===== config.mk =====
export PLATFORM = sky130hd
export DESIGN_NAME = seq_alu
export DESIGN_NICKNAME = d
export VERILOG_FILES = /design/src/rtl/alu_pkg.sv /design/src/rtl/seq_multiplier.sv /design/src/rtl/seq_alu.sv
export SDC_FILE = /design/constraint.sdc
export NUM_CORES = 1
export LEC_CHECK = 0
export CORE_AREA = 2 2 71 107
export DETAILED_ROUTE_END_ITERATION = 8
export DIE_AREA = 0 0 73 109
export GPL_TIMING_DRIVEN = 0
export PLACE_DENSITY = 0.86
export SLEW_MARGIN = 10
export SYNTH_ARGS = -nofsm -noshare
export SYNTH_HDL_FRONTEND = slang
export SYNTH_SLANG_ARGS = --single-unit

===== constraint.sdc =====
create_clock -name CLK -period 3.6 [get_ports CLK]
set_input_delay 1.08 -clock CLK [delete_from_list [all_inputs] [get_ports CLK]]
set_output_delay 1.08 -clock CLK [all_outputs]
set_load 0.005 [all_outputs]

===== src/rtl/alu_pkg.sv =====
// Shared encodings for the sequential ALU: opcode values on SELECT and FSM state.
package alu_pkg;

    typedef enum logic {
        ST_IDLE = 1'b0,
        ST_EXEC = 1'b1
    } state_e;

    typedef enum logic [2:0] {
        OP_FWD  = 3'b000,
        OP_ADD  = 3'b001,
        OP_AND  = 3'b010,
        OP_OR   = 3'b011,
        OP_MULT = 3'b100,
        OP_SL   = 3'b101,
        OP_SRA  = 3'b110,
        OP_ROR  = 3'b111
    } op_e;

    // Shift-class opcodes run through the one-bit-per-cycle shifter.
    function automatic logic is_shift(input op_e op);
        return (op == OP_SL) || (op == OP_SRA) || (op == OP_ROR);
    endfunction

endpackage


===== src/rtl/seq_multiplier.sv =====
// Iterative shift-add multiplier: one multiplier bit per step, WIDTH steps, low WIDTH bits kept.
module seq_multiplier #(
    parameter int unsigned WIDTH = 8
) (
    input  logic             clk,
    input  logic             rst,
    input  logic             load,
    input  logic             step,
    input  logic [WIDTH-1:0] mcand,
    input  logic [WIDTH-1:0] mplier,
    output logic [WIDTH-1:0] product_c,
    output logic             done_c
);

    localparam int unsigned LOG_W = $clog2(WIDTH);

    logic [WIDTH-1:0] acc_q,    acc_d;
    logic [WIDTH-1:0] mcand_q,  mcand_d;
    logic [WIDTH-1:0] mplier_q, mplier_d;
    logic [LOG_W-1:0] cnt_q,    cnt_d;

    // Truncated two's-complement product equals the unsigned product mod 2^WIDTH.
    assign product_c = acc_q + (mplier_q[0] ? mcand_q : '0);
    assign done_c    = step && (cnt_q == LOG_W'(WIDTH - 1));

    always_comb begin
        acc_d    = acc_q;
        mcand_d  = mcand_q;
        mplier_d = mplier_q;
        cnt_d    = cnt_q;
        if (load) begin
            acc_d    = '0;
            mcand_d  = mcand;
            mplier_d = mplier;
            cnt_d    = '0;
        end else if (step) begin
            acc_d    = product_c;
            mcand_d  = {mcand_q[WIDTH-2:0], 1'b0};
            mplier_d = {1'b0, mplier_q[WIDTH-1:1]};
            cnt_d    = cnt_q + LOG_W'(1);
        end
    end

    always_ff @(posedge clk) begin
        if (rst) begin
            acc_q    <= '0;
            mcand_q  <= '0;
            mplier_q <= '0;
            cnt_q    <= '0;
        end else begin
            acc_q    <= acc_d;
            mcand_q  <= mcand_d;
            mplier_q <= mplier_d;
            cnt_q    <= cnt_d;
        end
    end

endmodule


===== src/rtl/seq_alu.sv =====
// Sequential ALU: latches a request in IDLE, runs single-cycle, iterative shift or
// shift-add multiply operations in EXEC, and publishes registered result and flags.
module seq_alu
    import alu_pkg::*;
#(
    parameter int unsigned WIDTH = 8
) (
    input  logic             CLK,
    input  logic             RESET,
    input  logic             START,
    input  logic [2:0]       SELECT,
    input  logic [WIDTH-1:0] DATA1,
    input  logic [WIDTH-1:0] DATA2,
    output logic [WIDTH-1:0] RESULT,
    output logic             ZERO,
    output logic             OVERFLOW,
    output logic             BUSY,
    output logic             DONE
);

    localparam int unsigned LOG_W = $clog2(WIDTH);
    localparam int unsigned CNT_W = LOG_W + 1;

    state_e           state_q,  state_d;
    op_e              op_q,     op_d;
    logic [WIDTH-1:0] acc_q,    acc_d;
    logic [WIDTH-1:0] b_q,      b_d;
    logic [CNT_W-1:0] cnt_q,    cnt_d;
    logic [WIDTH-1:0] result_q, result_d;
    logic             zero_q,   zero_d;
    logic             ovf_q,    ovf_d;
    logic             done_q,   done_d;

    logic [WIDTH-1:0] sum;
    logic [WIDTH-1:0] step_val;
    logic [CNT_W-1:0] load_cnt;
    logic             mul_load;
    logic             mul_step;
    logic [WIDTH-1:0] mul_product_c;
    logic             mul_done_c;
    logic             fin;
    logic [WIDTH-1:0] fin_val;
    logic             fin_ovf;

    seq_multiplier #(.WIDTH(WIDTH)) u_mult (
        .clk       (CLK),
        .rst       (RESET),
        .load      (mul_load),
        .step      (mul_step),
        .mcand     (DATA1),
        .mplier    (DATA2),
        .product_c (mul_product_c),
        .done_c    (mul_done_c)
    );

    assign sum = acc_q + b_q;

    // One-bit shift applied per EXEC cycle to the working register.
    always_comb begin
        step_val = acc_q;
        case (op_q)
            OP_SL:   step_val = {acc_q[WIDTH-2:0], 1'b0};
            OP_SRA:  step_val = {acc_q[WIDTH-1], acc_q[WIDTH-1:1]};
            OP_ROR:  step_val = {acc_q[0], acc_q[WIDTH-1:1]};
            default: step_val = acc_q;
        endcase
    end

    // Shift distance: saturate at WIDTH for SL/SRA, modulo WIDTH for ROR.
    always_comb begin
        load_cnt = '0;
        case (op_e'(SELECT))
            OP_SL, OP_SRA: load_cnt = (DATA2 >= WIDTH'(WIDTH)) ? CNT_W'(WIDTH) : CNT_W'(DATA2);
            OP_ROR:        load_cnt = CNT_W'(DATA2[LOG_W-1:0]);
            default:       load_cnt = '0;
        endcase
    end

    always_comb begin
        state_d  = state_q;
        op_d     = op_q;
        acc_d    = acc_q;
        b_d      = b_q;
        cnt_d    = cnt_q;
        result_d = result_q;
        zero_d   = zero_q;
        ovf_d    = ovf_q;
        done_d   = 1'b0;
        mul_load = 1'b0;
        mul_step = 1'b0;
        fin      = 1'b0;
        fin_val  = '0;
        fin_ovf  = 1'b0;

        case (state_q)
            ST_IDLE: begin
                if (START) begin
                    state_d  = ST_EXEC;
                    op_d     = op_e'(SELECT);
                    acc_d    = DATA1;
                    b_d      = DATA2;
                    cnt_d    = load_cnt;
                    mul_load = (op_e'(SELECT) == OP_MULT);
                end
            end
            ST_EXEC: begin
                case (op_q)
                    OP_FWD: begin
                        fin     = 1'b1;
                        fin_val = b_q;
                    end
                    OP_ADD: begin
                        fin     = 1'b1;
                        fin_val = sum;
                        fin_ovf = (acc_q[WIDTH-1] == b_q[WIDTH-1]) &&
                                  (sum[WIDTH-1] != acc_q[WIDTH-1]);
                    end
                    OP_AND: begin
                        fin     = 1'b1;
                        fin_val = acc_q & b_q;
                    end
                    OP_OR: begin
                        fin     = 1'b1;
                        fin_val = acc_q | b_q;
                    end
                    OP_MULT: begin
                        mul_step = 1'b1;
                        if (mul_done_c) begin
                            fin     = 1'b1;
                            fin_val = mul_product_c;
                        end
                    end
                    default: begin
                        // Zero-distance shifts still take one cycle.
                        if (cnt_q == '0) begin
                            fin     = 1'b1;
                            fin_val = acc_q;
                        end else if (cnt_q == CNT_W'(1)) begin
                            fin     = 1'b1;
                            fin_val = step_val;
                        end else begin
                            acc_d = step_val;
                            cnt_d = cnt_q - CNT_W'(1);
                        end
                    end
                endcase

                if (fin) begin
                    result_d = fin_val;
                    zero_d   = (fin_val == '0);
                    ovf_d    = fin_ovf;
                    done_d   = 1'b1;
                    state_d  = ST_IDLE;
                end
            end
            default: state_d = ST_IDLE;
        endcase
    end

    always_ff @(posedge CLK) begin
        if (RESET) begin
            state_q  <= ST_IDLE;
            op_q     <= OP_FWD;
            acc_q    <= '0;
            b_q      <= '0;
            cnt_q    <= '0;
            result_q <= '0;
            zero_q   <= 1'b1;
            ovf_q    <= 1'b0;
            done_q   <= 1'b0;
        end else begin
            state_q  <= state_d;
            op_q     <= op_d;
            acc_q    <= acc_d;
            b_q      <= b_d;
            cnt_q    <= cnt_d;
            result_q <= result_d;
            zero_q   <= zero_d;
            ovf_q    <= ovf_d;
            done_q   <= done_d;
        end
    end

    assign RESULT   = result_q;
    assign ZERO     = zero_q;
    assign OVERFLOW = ovf_q;
    assign BUSY     = (state_q != ST_IDLE);
    assign DONE     = done_q;

endmodule


==> results of run 1 <==
-- layer usage --
metal / global-route usage [%] / wire (microns) / vias up
met3: 5.08 / 617 / 59
met1: 36.5 / 4560 / 1927
met5: 0 / 0 / -
met4: 19.6 / 691 / 0
met2: 52.6 / 5820 / 163
li1: - / - / 1951
-- through the flow --
| stage | hold slack [ns] | setup slack, ns | util, % | power, uW | area, sq um |
|---|---|---|---|---|---|
| finish | 0.464 | 0.562 | 65.1 | 1620 | 4610 |
| floorplan | 0.440 | 0.970 | - | 990 | 4030 |
| detailed placement | 0.456 | 0.353 | 62.9 | 1110 | 4450 |
| global placement | 0.448 | 0.397 | 62.9 | 1100 | 4450 |
| CTS | 0.466 | 0.587 | 65.1 | 1620 | 4610 |
| global route | 0.475 | 0.408 | 65.1 | 1690 | 4610 |
-- worst max-delay path, stage by stage, from the launching register on --
cell	delay, ns
sky130_fd_sc_hd__dfxtp_1	0.38
sky130_fd_sc_hd__and2_1	0.19
sky130_fd_sc_hd__ha_1	0.21
sky130_fd_sc_hd__fa_1	0.43
sky130_fd_sc_hd__a21o_1	0.20
sky130_fd_sc_hd__a21oi_1	0.17
sky130_fd_sc_hd__xor2_1	0.30
sky130_fd_sc_hd__o32a_1	0.21
sky130_fd_sc_hd__a21oi_1	0.08
sky130_fd_sc_hd__or4_1	0.57
sky130_fd_sc_hd__o31ai_2	0.22
-- synth_stat cells (all sizes together), types with 3 or more instances --
cell type	number	area [sq um]
o211ai	3	22.5
nand4	4	25.0
dfxtp	62	1240
o31ai	3	27.5
xor2	5	43.8
a211oi	12	90.1
or3	3	18.8
nor2	65	246
inv	22	82.6
a21oi	48	240
o21ai	11	55.1
clkbuf	26	97.6
nor2b	5	31.3
and2	9	56.3
mux2i	15	150
a32oi	3	26.3
xnor2	5	43.8
buf	9	48.8
a221oi	9	78.8
nor3	7	35.0
nand2	89	337
nand3	8	45.0
a311oi	15	131
a31oi	5	31.3
ha	28	350
a22o	4	35.0
nand2b	10	62.6
or4	3	26.3
and3	5	31.3
a21o	4	30.0
-- power groups by stage --
stage | sequential, uW | clock, uW | combinational [uW]
after floorplan | 760 | 0 | 229
after global placement | 770 | 0 | 331
after detailed placement | 772 | 0 | 340
after CTS | 757 | 522 | 342
after global routing | 762 | 548 | 384
final | 758 | 517 | 347
-- flip-flops by register name, indices dropped and copies added (netlist names), 3 cells and up --
name	cells
RESULT	8
acc_q	8
b_q	8
cnt_q	4
op_q	3
u_mult.acc_q	8
u_mult.cnt_q	3
u_mult.mcand_q	8
u_mult.mplier_q	8
-- worst min path at each step --
stage / start / to / slack (ns) / depth (start not counted)
after floorplan: u_mult.cnt_q[1] / u_mult.cnt_q[1] / 0.44 / 2
after global placement: u_mult.acc_q[0] / u_mult.acc_q[0] / 0.45 / 2
after detailed placement: OVERFLOW / OVERFLOW / 0.46 / 2
after CTS: OVERFLOW / OVERFLOW / 0.47 / 2
after global routing: u_mult.acc_q[3] / u_mult.acc_q[3] / 0.48 / 2
final: OVERFLOW / OVERFLOW / 0.46 / 2
-- cells in the final DEF (no fill, tap or decap), types with 7 or more instances in the layout --
cell	instances
sky130_fd_sc_hd__and2_1	9
sky130_fd_sc_hd__a211oi_1	12
sky130_fd_sc_hd__nor2_1	64
sky130_fd_sc_hd__ha_1	28
sky130_fd_sc_hd__nand2_1	88
sky130_fd_sc_hd__clkdlybuf4s50_1	32
sky130_fd_sc_hd__clkbuf_1	28
sky130_fd_sc_hd__a221oi_1	9
sky130_fd_sc_hd__inv_1	21
sky130_fd_sc_hd__clkbuf_8	9
sky130_fd_sc_hd__mux2i_1	15
sky130_fd_sc_hd__nor3_1	7
sky130_fd_sc_hd__dfxtp_1	62
sky130_fd_sc_hd__nand2b_1	10
sky130_fd_sc_hd__nand3_1	7
sky130_fd_sc_hd__a21oi_1	48
sky130_fd_sc_hd__a311oi_1	15
sky130_fd_sc_hd__o21ai_0	10
-- area by class of cell --
class                   instances  area, sq um  area share (%)
flip-flops and latches         62         1240            26.9
well taps                      80          100            2.17
multi-input cells             409         2560            55.6
clock buffers                  11          131            2.85
clock inverters                 4         25.0           0.543
plain buffers                  35          146            3.18
repair buffers                 32          320            6.95
inverters                      22         82.6            1.79
-- cells by family after synthesis --
logic type                 Yosys count  share of synthesized area, %
xor gates and xnor gates            10                          2.17
muxes                               15                          3.72
and+or+nand+nor                    218                          25.0
adders and majority gates           30                          9.68
AOI/OAI and AO/OA                  136                          23.0
buffers and inverters               57                          5.68
DFF                                 62                          30.8
==> summary.md, run 1 <==
* Critical R2R Launch: u_mult.mplier_q[0]
* count of final setup violators: 0
* grt ovf: 0
* fillcell total: 610
* Final Hold Viols: 0
* gate count of the mapped netlist: 528
* endpoint of the worst-slack reg-to-reg timing path: ZERO
* switching component of the power: 516 uW
* floorplan die area: 0.00796 sq mm
* number of buffers on the longest clock path: 2
* antenna violations before repair: 0
* number of buffers added by the clock tree synthesis step: 9
* clock network fraction of design power: 31.9%
* wire length of the first global-routing pass: 19.0 mm
* share of power burned in combinational logic: 21.4%
* number of nets in the final layout: 623
* share of async-settable or async-resettable flops after synthesis: 0%
* critical setup path kind: reg -> reg
* aggregate negative setup slack: 0 ns
* DRC marker count from the first detailed-route iteration: 320
* Std-Cell Rows: 38
* setup repair after global routing missed its margin: false
* detailed-placement wirelength estimate: 9.09 mm
* sequential area share after synthesis: 30.8%
* number of sinks driven by the clock tree: 62
* synthesis warning total: 0
* Total Routed Length: 11.7 mm
* Tightest Hold Check Type: reg -> reg
* routed len/inst: 17.8 microns
* CTS H-tree depth: 3
* number of nets produced by synthesis: 580
* vias in the first global route: 3,918
* Power per Cell Area: 352 mW/mm^2
* internal power component: 1110 uW
* clk_lat worst skew: 0.36 ns
* worst clock skew: 0.00998 ns
* number of cells in the finished layout apart from fillers: 655
* largest fanout on the critical path: 9
* CTS tree: built
* Net Sw Frac: 31.8%
* number of vias in the routed layout: 4,100
* largest net degree at the start of global routing: 11
* drt first pass iters: 5
* total of cells resized after clock tree synthesis: 0
* CTS clk-pin slew, worst paths: 0.07 ns
* worst vdd ir: 0.000296 V
* CP required: 3.88 ns
* effective utilization at floorplan: 56.9%
* nature of the critical path endpoint: flip-flop
* reg2reg setup slack: 0.56 ns
* average instance area after synthesis: 7.64 sq um
* Post-CTS Setup Inserts: 0
* Max Clock Freq: 329 MHz
* clock root cell: sky130_fd_sc_hd__clkbuf_8
* Leakage: 0.00179 uW
* global router's overall resource usage: 31.4%
* Post-CTS Hold Fix Bufs: 0
* gpl congestion: 0.967
* vias per inst: 6.26
* antenna viol nets, final: 0
* Pins Over Slew Limit: 0
* core outline area: 0.00708 sq mm
* Area growth syn-to-layout: 14.3%
* DIE HEIGHT: 109 microns
* final worst path period need: 3.04 ns
* status: finished clean
* number of cells in the design after placement: 640
* Post-synth top flop: sky130_fd_sc_hd__dfxtp_1
* die width: 73 microns
* Seq cells post-synth: 62
* sequential group share of total power: 46.8%
* final routed DRC violation total: 0
* EDFF count, synth: 0
* Post-Syn Area: 0.00403 sq mm
* cell depth of the worst flop-to-flop path: 10
* I/O Pins: 34
* fraction of final layout cells with drive strength greater than 1: 5.04%
* Period Utilization, post-route: 84.4%
* Critical path origin: u_mult.mplier_q[0]
* Worst Tran Pin Value: 1.10 ns
* CP Launch Type: flip-flop
* headroom to the max-slew limit: 26.3%
* total inserted antenna cells: 0
* WP data arrival: 3.32 ns
* end point of the critical path: ZERO
* post-synthesis cell type count: 62
* max-capacitance violation count: 0
* number of buffers inserted by port buffering: 32
(Power assumes the default switching activity.)
==> run 2: changes to the inputs <==
--- a/config.mk
+++ b/config.mk
@@ -5,11 +5,11 @@
 export SDC_FILE = /design/constraint.sdc
 export NUM_CORES = 1
 export LEC_CHECK = 0
-export CORE_AREA = 2 2 71 107
+export CORE_AREA = 2 2 75 112
 export DETAILED_ROUTE_END_ITERATION = 8
-export DIE_AREA = 0 0 73 109
+export DIE_AREA = 0 0 77 114
 export GPL_TIMING_DRIVEN = 0
-export PLACE_DENSITY = 0.86
+export PLACE_DENSITY = 0.82
 export SLEW_MARGIN = 10
 export SYNTH_ARGS = -nofsm -noshare
 export SYNTH_HDL_FRONTEND = slang
==> constraint.sdc (replaced) <==
create_clock -name CLK -period 2.7 [get_ports CLK]
set_input_delay 0.81 -clock CLK [delete_from_list [all_inputs] [get_ports CLK]]
set_output_delay 0.81 -clock CLK [all_outputs]
set_load 0.005 [all_outputs]
==> run 2 against run 1 <==
- total power rose by 71%
- flip-flop and latch count stayed put
- cell count increased by 4.7%
- setup slack got worse by 0.60 ns
- the run now ends with setup timing left
- worst hold slack worse by 0.0056 ns
- largest power group is now clock
- non-clock buffer count increased by 5
==> summary.md, run 2 (same netlist as run 1, synthesis figures left out) <==
* CP required: 2.95 ns, was 3.88 ns
* headroom to the max-slew limit: 25.4%, was 26.3%
* clock root cell: sky130_fd_sc_hd__clkbuf_16, was sky130_fd_sc_hd__clkbuf_8
* grt ovf: 0, unchanged
* antenna violations before repair: 0, unchanged
* status: finished, violations left, was finished clean
* CTS tree: built, unchanged
* Worst Tran Pin Value: 1.12 ns, was 1.10 ns
* number of vias in the routed layout: 4,098, was 4,100
* routed len/inst: 17.6 microns, was 17.8 microns
* floorplan die area: 0.00878 sq mm, was 0.00796 sq mm
* number of buffers on the longest clock path: 2, unchanged
* number of buffers added by the clock tree synthesis step: 9, unchanged
* number of sinks driven by the clock tree: 62, unchanged
* Total Routed Length: 12.1 mm, was 11.7 mm
* count of final setup violators: 1, was 0
* Pins Over Slew Limit: 0, unchanged
* DIE HEIGHT: 114 microns, was 109 microns
* antenna viol nets, final: 0, unchanged
* nature of the critical path endpoint: flip-flop, unchanged
* total inserted antenna cells: 0, unchanged
* CTS clk-pin slew, worst paths: 0.05 ns, was 0.07 ns
* final routed DRC violation total: 0, unchanged
* Final Util: 62.3%, was 65.1%
* aggregate negative setup slack: -0.0388 ns, was 0 ns
* violations in the final reports: setup timing
* final worst path period need: 2.74 ns, was 3.04 ns
* DRC marker count from the first detailed-route iteration: 302, was 320
* clk_lat worst skew: 0.34 ns, was 0.36 ns
* Period Utilization, post-route: 101%, was 84.4%
* global router's overall resource usage: 28.6%, was 31.4%
* met2 track demand over resource in global routing: 48.1%, was 52.6%
* CTS H-tree depth: 3, unchanged
* fraction of final layout cells with drive strength greater than 1: 8.95%, was 5.04%
* commonest cells after routing, fill and taps aside: 88 x sky130_fd_sc_hd__nand2_1, 64 x sky130_fd_sc_hd__nor2_1, 59 x sky130_fd_sc_hd__dfxtp_1, was 88 x sky130_fd_sc_hd__nand2_1, 64 x sky130_fd_sc_hd__nor2_1, 62 x sky130_fd_sc_hd__dfxtp_1
* effective utilization at floorplan: 51.0%, was 56.9%
* vias in the first global route: 4,031, was 3,918
* detailed-placement wirelength estimate: 9.12 mm, was 9.09 mm
* Leakage: 0.00192 uW, was 0.00179 uW
* I/O Pins: 34, unchanged
* worst vdd ir: 0.000436 V, was 0.000296 V
* Tightest Hold Check Type: reg -> reg, unchanged
* minimum setup slack in the final design: -0.0388 ns, was 0.562 ns
* largest fanout on the critical path: 8, was 9
* Hold Crit Depth: 2, unchanged
* critical setup path kind: reg -> reg, unchanged
* Area growth syn-to-layout: 22.1%, was 14.3%
* number of nets in the final layout: 628, was 623
* Final Hold Viols: 0, unchanged
* worst clock skew: 0.00542 ns, was 0.00998 ns
* Std-Cell Rows: 40, was 38
* GRT busiest layer: met2, unchanged
* CP Launch Type: flip-flop, unchanged
* most common cell after layout, fill and taps aside: sky130_fd_sc_hd__nand2_1, unchanged
* drt first pass iters: 5, unchanged
* max-capacitance violation count: 0, unchanged
* fillcell total: 699, was 610
* number of buffers inserted by port buffering: 32, unchanged
* Max Clock Freq: 365 MHz, was 329 MHz
* overall power after layout: 2780 uW, was 1620 uW
* wire length of the first global-routing pass: 19.6 mm, was 19.0 mm
* met3 capacity usage during global routing: 4.67%, was 5.08%
* Power per Cell Area: 565 mW/mm^2, was 352 mW/mm^2
* WP data arrival: 2.99 ns, was 3.32 ns
* largest net degree at the start of global routing: 11, unchanged
* die width: 77 microns, was 73 microns
* core outline area: 0.00791 sq mm, was 0.00708 sq mm
* gpl congestion: 0.930, was 0.967
* met1 track demand over resource: 31.5%, was 36.5%
* cell depth of the worst flop-to-flop path: 10, unchanged
* vias per inst: 5.97, was 6.26
* setup repair after global routing missed its margin: true, was false
-- run 2: area by class of cell --
type | instances | area (sq um) | share of cell area [%]
multi-input combinational | 409 | 2620 | 53.2
sequential | 62 | 1250 | 25.3
timing repair buffer | 37 | 360 | 7.32
clock buffer | 13 | 270 | 5.49
buffer | 35 | 146 | 2.97
tap | 105 | 131 | 2.67
inverter | 22 | 82.6 | 1.68
clock inverter | 3 | 65.1 | 1.32
-- run 2: critical path, cell delays in order, from the launching register on --
cell and delay (ns):
sky130_fd_sc_hd__dfxtp_4 0.36, sky130_fd_sc_hd__and2_4 0.17, sky130_fd_sc_hd__ha_4 0.17, sky130_fd_sc_hd__fa_2 0.38, sky130_fd_sc_hd__a21o_1 0.22, sky130_fd_sc_hd__a21oi_2 0.19, sky130_fd_sc_hd__xor2_2 0.23, sky130_fd_sc_hd__o32a_1 0.19
sky130_fd_sc_hd__a21oi_2 0.08, sky130_fd_sc_hd__or4_4 0.44, sky130_fd_sc_hd__o31ai_2 0.23
-- run 2: per-layer routing --
| layer | vias to the layer above | wire length [microns] |
|---|---|---|
| met1 | 1928 | 4540 |
| met3 | 62 | 644 |
| li1 | 1964 | - |
| met4 | 0 | 972 |
| met2 | 144 | 5930 |
| met5 | - | 0 |
-- run 2: path summary, 6_finish.rpt --
path,start,to,slack (ns)
worst min-delay path,u_mult.acc_q[6],u_mult.acc_q[6],0.46
worst min register to register,u_mult.acc_q[6],u_mult.acc_q[6],0.46
worst max register to register,u_mult.mplier_q[0],ZERO,-0.04
worst max-delay path,u_mult.mplier_q[0],ZERO,-0.04
-- run 2: timing repair --
action / CTS / global route
setup buffers: 2 / 3
gates resized for setup: 8 / 13
setup endpoints to repair: 2 / 3
hold buffers: 0 / 0
pin swaps: 3 / 6
-- run 2: through the flow --
step	area (sq um)	hold WS, ns	std cells	setup WS, ns
2_1_floorplan	4030	0.440	528	0.0702
3_3_place_gp	4490	0.447	665	-0.321
3_5_place_dp	4490	0.454	665	-0.324
4_1_cts	4860	0.460	683	0.00861
5_1_grt	4930	0.482	686	-0.107
6_report	4930	0.459	686	-0.0388
-- run 2: power breakdown --
group	total, uW	switching, uW	internal [uW]	leakage [uW]
clock network	1300	418	882	0.000166
registers	1010	50.8	961	0.000507
logic	470	275	195	0.00125
